[src/rtl/dff_pipe_chain_pkg.sv]
// Shared definitions for the dff_pipe_chain retiming pipe: occupancy update
// operations and the rule that picks one from the transfer events of a cycle.
package dff_pipe_chain_pkg;

    typedef enum logic [1:0] {
        OCC_HOLD,
        OCC_INC,
        OCC_DEC,
        OCC_CLEAR
    } occ_op_e;

    // Flush wins over everything; a simultaneous accept and consume cancel out.
    function automatic occ_op_e occ_op(input logic flush, input logic accept, input logic consume);
        if (flush)
            return OCC_CLEAR;
        if (accept && !consume)
            return OCC_INC;
        if (!accept && consume)
            return OCC_DEC;
        return OCC_HOLD;
    endfunction

endpackage

[src/rtl/pipe_stage.sv]
// One stage of the pipe: a valid bit plus a data word, loaded under an enable.
// Flush clears the valid bit only; data is written only by a valid incoming word.
module pipe_stage #(
    parameter int               WIDTH     = 8,
    parameter logic [WIDTH-1:0] RESET_VAL = '0
) (
    input  logic             clk,
    input  logic             reset_n,
    input  logic             flush_i,
    input  logic             load_i,
    input  logic             valid_i,
    input  logic [WIDTH-1:0] data_i,
    output logic             valid_o,
    output logic [WIDTH-1:0] data_o
);

    logic             valid_q;
    logic [WIDTH-1:0] data_q;

    // NOTE: sequential state is assigned with <= so every stage samples its
    // upstream neighbour's pre-edge value, whatever order the simulator runs them in.
    always_ff @(posedge clk or negedge reset_n) begin
        if (!reset_n) begin
            valid_q <= 1'b0;
            // NOTE: the data word is reset too, because out_data must show
            // RESET_VAL immediately on reset, not whatever was last in flight.
            data_q  <= RESET_VAL;
        end else begin
            if (flush_i)
                valid_q <= 1'b0;
            else if (load_i)
                valid_q <= valid_i;

            if (load_i && valid_i && !flush_i)
                data_q <= data_i;
        end
    end

    assign valid_o = valid_q;
    assign data_o  = data_q;

endmodule

[src/rtl/dff_pipe_chain.sv]
// STAGES-deep valid/ready register pipe with backpressure, bubble collapse,
// synchronous flush and a registered occupancy count.
module dff_pipe_chain
    import dff_pipe_chain_pkg::*;
#(
    parameter int               WIDTH     = 8,
    parameter int               STAGES    = 4,
    parameter logic [WIDTH-1:0] RESET_VAL = '0
) (
    input  logic                         clk,
    input  logic                         reset_n,
    input  logic                         flush,
    input  logic                         in_valid,
    input  logic [WIDTH-1:0]             in_data,
    output logic                         in_ready,
    output logic                         out_valid,
    output logic [WIDTH-1:0]             out_data,
    input  logic                         out_ready,
    output logic [$clog2(STAGES+1)-1:0]  occupancy
);

    localparam int OCC_W = $clog2(STAGES + 1);

    logic [STAGES-1:0] v;
    logic [STAGES-1:0] rdy;
    logic [WIDTH-1:0]  d [STAGES];
    logic              chain_rdy;
    logic              accept;
    logic              consume;
    logic [OCC_W-1:0]  occ_q;
    logic [OCC_W-1:0]  occ_d;

    // A stage may load when it is empty or everything downstream of it can move.
    always_comb begin
        // NOTE: chain_rdy is a combinational temporary; blocking = lets each
        // loop iteration see the value produced by the previous one.
        chain_rdy = out_ready;
        rdy       = '0;
        for (int i = STAGES - 1; i >= 0; i--) begin
            chain_rdy = chain_rdy | !v[i];
            rdy[i]    = chain_rdy;
        end
    end

    for (genvar i = 0; i < STAGES; i++) begin : g_stage
        logic             up_valid;
        logic [WIDTH-1:0] up_data;

        if (i == 0) begin : g_head
            assign up_valid = in_valid;
            assign up_data  = in_data;
        end else begin : g_link
            assign up_valid = v[i-1];
            assign up_data  = d[i-1];
        end

        pipe_stage #(
            .WIDTH     (WIDTH),
            .RESET_VAL (RESET_VAL)
        ) u_stage (
            .clk     (clk),
            .reset_n (reset_n),
            .flush_i (flush),
            .load_i  (rdy[i]),
            .valid_i (up_valid),
            .data_i  (up_data),
            .valid_o (v[i]),
            .data_o  (d[i])
        );
    end

    assign in_ready  = rdy[0] & !flush & reset_n;
    assign out_valid = v[STAGES-1];
    assign out_data  = d[STAGES-1];

    assign accept  = in_valid & in_ready;
    assign consume = out_valid & out_ready;

    always_comb begin
        // NOTE: occ_d gets its hold value first so no path leaves it unassigned
        // and no latch is inferred.
        occ_d = occ_q;
        unique case (occ_op(flush, accept, consume))
            OCC_INC:   occ_d = occ_q + OCC_W'(1);
            OCC_DEC:   occ_d = occ_q - OCC_W'(1);
            OCC_CLEAR: occ_d = '0;
            OCC_HOLD:  occ_d = occ_q;
        endcase
    end

    always_ff @(posedge clk or negedge reset_n) begin
        if (!reset_n)
            occ_q <= '0;
        else
            occ_q <= occ_d;
    end

    assign occupancy = occ_q;

endmodule

[config.mk]
export PLATFORM = sky130hd
export DESIGN_NAME = dff_pipe_chain
export DESIGN_NICKNAME = d
export VERILOG_FILES = /design/src/rtl/dff_pipe_chain_pkg.sv /design/src/rtl/pipe_stage.sv /design/src/rtl/dff_pipe_chain.sv
export SDC_FILE = /design/constraint.sdc
export NUM_CORES = 1
export LEC_CHECK = 0
export ABC_AREA = 1
export CAP_MARGIN = 20
export CORE_MARGIN = 5
export CORE_UTILIZATION = 25
export CTS_CLUSTER_DIAMETER = 150
export DETAILED_ROUTE_END_ITERATION = 8
export MAX_ROUTING_LAYER = met4
export PLACE_DENSITY_LB_ADDON = 0.08
export SKIP_LAST_GASP = 1
export SYNTH_ARGS = -nofsm -noshare
export SYNTH_HDL_FRONTEND = slang
export SYNTH_SLANG_ARGS = --single-unit
[constraint.sdc]
create_clock -name clk -period 3.5 [get_ports clk]
set_clock_uncertainty 0.05 [all_clocks]
set_input_delay 0.35 -clock clk [delete_from_list [all_inputs] [get_ports clk]]
set_output_delay 0.35 -clock clk [all_outputs]
set_load 0.02 [all_outputs]
==> summary.md <==
| Metric | Value |
|---|---|
| Overall routing resource usage | 8.67% |
| Post-detailed-route DRC marker count | 0 |
| Pin count of the biggest net entering global routing | 37 |
| Syn Nets | 184 |
| Fin crit share | 68.7% |
| Max layer used | met4 |
| Die footprint | 0.00844 mm² |
| Dominant register cell in the synthesized netlist | sky130_fd_sc_hd__dfrtp_1 |
| FF-to-FF Start | g_stage[3].u_stage.valid_o |
| Number of enable flip-flop cells after synthesis | 0 |
| Total of max-cap violations | 0 |
| Antenna violation net count after detailed routing | 0 |
| Synthesis-to-finish area growth | 25.4% |
| Post-Synthesis Cells | 170 |
| Flip-flop and latch area | 976 µm² |
| Yosys synthesis warning count | 0 |
| Number of buffers added on ports | 25 |
| Number of detailed-route iterations in the first pass | 2 |
| Maximum clock frequency | 416 MHz |
| Vias in the first global route | 1233 |
| Die height | 91.9 µm |
| Portion of synthesized cell area occupied by the leading cell type | 58.3% |
| Simple logic cell fraction of the synthesized area | 19.7% |
| Worst r2r dst | occupancy[2] |
| Static leakage | 0.991 nW |
| Post-DR wirelength/cell | 11.4 µm |
| Cell types occupying the most area after synthesis | sky130_fd_sc_hd__dfrtp_1 (58%), sky130_fd_sc_hd__nand2_1 (6.0%), sky130_fd_sc_hd__o21ai_0 (5.1%) |
| First-pass GRT wire length | 5700 µm |
| Routed WL | 3160 µm |
| Minimum clock period after layout | 2.40 ns |
| Post-Synth Adder-Cell Area | 1.19% |
| Required arrival time at the worst endpoint | 3.10 ns |
| Number of H-tree levels | 2 |
| Layout net count | 213 |
| Sinks on the clock net | 39 |
| Clk Tree Root Cell | sky130_fd_sc_hd__clkbuf_8 |
| Clk pin slew, worst setup/hold paths | 0.07 ns |
| Skew-Pair Late Insertion Delay | 0.29 ns |
| Final standard cell utilization of the core | 32.7% |
| Crit path capture type | output pin |
| Post-DP HPWL | 2310 µm |
| Final Total Pwr | 1.16 mW |
| Crit path to | in_ready |
| RSZ-0062 raised after global routing | no |
| Compound-gate portion of the synthesized area | 11.7% |
| Largest family of logic cells by synthesized area | simple AND/OR/NAND/NOR gates |
| Setup slack of the worst register-to-register path | 1.61 ns |
| Type of the worst setup path | input pin to output pin |
| Share of cell area taken by muxes after synthesis | 0% |
| Number of distinct library cells after synthesis | 24 |
| Total count of hold-check failures in the final report | 0 |
| Post-Synth XOR/XNOR Area | 0.523% |
| I/O pins | 26 |
| Maximum count of clock buffers along a single path | 2 |
| Startpoint of the most critical setup path | flush |
| Diode count | 0 |
| Grt ovf | 0 |
| Pwr Density | 554 mW/mm² |
| Number of cells on the worst reg-to-reg path | 12 |
| Met2 Routed Length | 1380 µm |
| Starting density of the core | 26.1% |
| Number of inserted filler cells in the final layout | 678 |
| Area occupied by multi-input gates | 556 µm² |
| Die Span X | 91.9 µm |
| Relative max-transition margin | 69.6% |
| Detailed Route Iter0 Violations | 51 |
| Worst voltage drop across the vdd grid | 0.134 mV |
| Slew of the pin with the lowest slew margin | 0.456 ns |
| Largest fanout of any net on the critical path | 8 |
| Worst min path class | input pin to async pin |
| CTS tree | yes |
| Largest area contributor in the synthesized netlist | sky130_fd_sc_hd__dfrtp_1 |
| CTS buffer count | 5 |
| Vias after detailed routing | 1148 |
| Final weighted congestion in routability-driven placement | 0.738 |
| Via-per-instance ratio | 4.14 |
| Final setup violating endpoints | 0 |
| Area of the core | 0.00642 mm² |
| Post-Syn Area | 0.00168 mm² |
| Seq/Total Area, Yosys | 58.3% |
| Sum of negative setup slack | 0 ns |
| Layout cell share with drive strength beyond 1 | 15.0% |
| Post-synthesis average cell area | 9.86 µm² |
| Synthesized flop and latch total | 39 |
| Post-CTS setup-driven buffer insertion count | 0 |
| Outcome | finished, final reports clean |
| Kind of launch point of the worst setup path | input pin |
| Antenna violations before repair | 0 |
| Data arrival time of the critical path | 2.00 ns |
| Length of routed wiring on met1 | 1590 µm |
| Total met3 wirelength after detailed routing | 131 µm |
| Post-synthesis async set-or-reset flop share | 100% |
| Cell Rows | 29 |
| Final-report max-slew violation count | 0 |
==> stage by stage <==
step	hold WS, ns	cells	worst slack [ns]	area (µm²)
after floorplan	0.00441	170	1.61	1680
after global routing	0.403	277	1.02	2100
after CTS	0.392	277	1.09	2100
after detailed placement	0.149	268	1.08	1980
final	0.394	277	1.10	2100
after global placement	0.145	268	1.13	1980
==> cell usage after synthesis (3+ instances only) <==
| master | count |
|---|---|
| sky130_fd_sc_hd__nand2_2 | 3 |
| sky130_fd_sc_hd__dfrtp_1 | 39 |
| sky130_fd_sc_hd__buf_6 | 3 |
| sky130_fd_sc_hd__inv_1 | 21 |
| sky130_fd_sc_hd__a21oi_2 | 3 |
| sky130_fd_sc_hd__nand3_4 | 3 |
| sky130_fd_sc_hd__inv_2 | 5 |
| sky130_fd_sc_hd__nor2_1 | 16 |
| sky130_fd_sc_hd__a21oi_1 | 16 |
| sky130_fd_sc_hd__o21ai_0 | 17 |
| sky130_fd_sc_hd__nand3_1 | 3 |
| sky130_fd_sc_hd__nand2_1 | 27 |
| sky130_fd_sc_hd__nor2_4 | 3 |
==> how the worst min path moves through the flow <==
| stage | endpoint | slack (ns) | cells past startpoint |
|---|---|---|---|
| finish | occupancy[2] | 0.39 | 2 |
| global route | occupancy[2] | 0.40 | 2 |
| CTS | occupancy[2] | 0.39 | 2 |
| detailed placement | occupancy[2] | 0.15 | 1 |
| global placement | occupancy[2] | 0.15 | 1 |
| floorplan | g_stage[0].u_stage.data_o[0] | 0.004 | 0 |
==> logic make-up after synthesis <==
kind of cell | count (synthesis)
flops | 39
fa+ha+maj | 1
compound gates | 37
xor+xnor | 1
simple gates | 61
buf+inv | 31
==> flip-flops by register name (all words and copies together), names as in the netlist <==
signal / count
occupancy: 3
g_stage.u_stage.valid_o: 4
g_stage.u_stage.data_o: 32
==> where the power goes <==
group	total, mW	internal [mW]	switching [mW]	leakage, nW
clock network	0.369	0.212	0.157	0.0581
logic	0.226	0.103	0.123	0.467
registers	0.569	0.533	0.0361	0.466
==> area by class of cell <==
| cell class | instances | share of cell area [%] |
|---|---|---|
| clock buffers | 5 | 3.28 |
| multi-input cells | 100 | 26.4 |
| repair buffers | 27 | 12.5 |
| inverters | 26 | 4.65 |
| clock inverters | 3 | 2.08 |
| well taps | 77 | 4.59 |
| flip-flops and latches | 39 | 46.5 |
==> timing repair <==
action                    4_1_cts  5_1_grt
hold endpoints to repair        3        0
resized for setup               0        0
hold buffers                    1        0
==> routing by layer <==
metal,up-vias,GRT usage [%]
met4,0,3.34
met3,6,3.11
li1,592,-
met5,-,-
met1,528,10.8
met2,22,12.9
==> layout by cell type, fill, tap and decap left out, types with 3 or more instances in the layout <==
cell type	instances
sky130_fd_sc_hd__dfrtp_1	39
sky130_fd_sc_hd__nand2_1	27
sky130_fd_sc_hd__clkdlybuf4s50_1	24
sky130_fd_sc_hd__inv_1	21
sky130_fd_sc_hd__o21ai_0	17
sky130_fd_sc_hd__nor2_1	16
sky130_fd_sc_hd__a21oi_1	16
sky130_fd_sc_hd__inv_2	5
sky130_fd_sc_hd__clkbuf_8	5
sky130_fd_sc_hd__nor2_4	3
sky130_fd_sc_hd__nand3_1	3
sky130_fd_sc_hd__nand3_4	3
sky130_fd_sc_hd__nand2_2	3
sky130_fd_sc_hd__a21oi_2	3
==> critical path, stage by stage <==
cell	delay [ns]
sky130_fd_sc_hd__clkdlybuf4s50_1	0.59
sky130_fd_sc_hd__inv_2	0.28
sky130_fd_sc_hd__and3_1	0.18
sky130_fd_sc_hd__clkdlybuf4s50_1	0.60
Power figures use the tool's default switching activity.
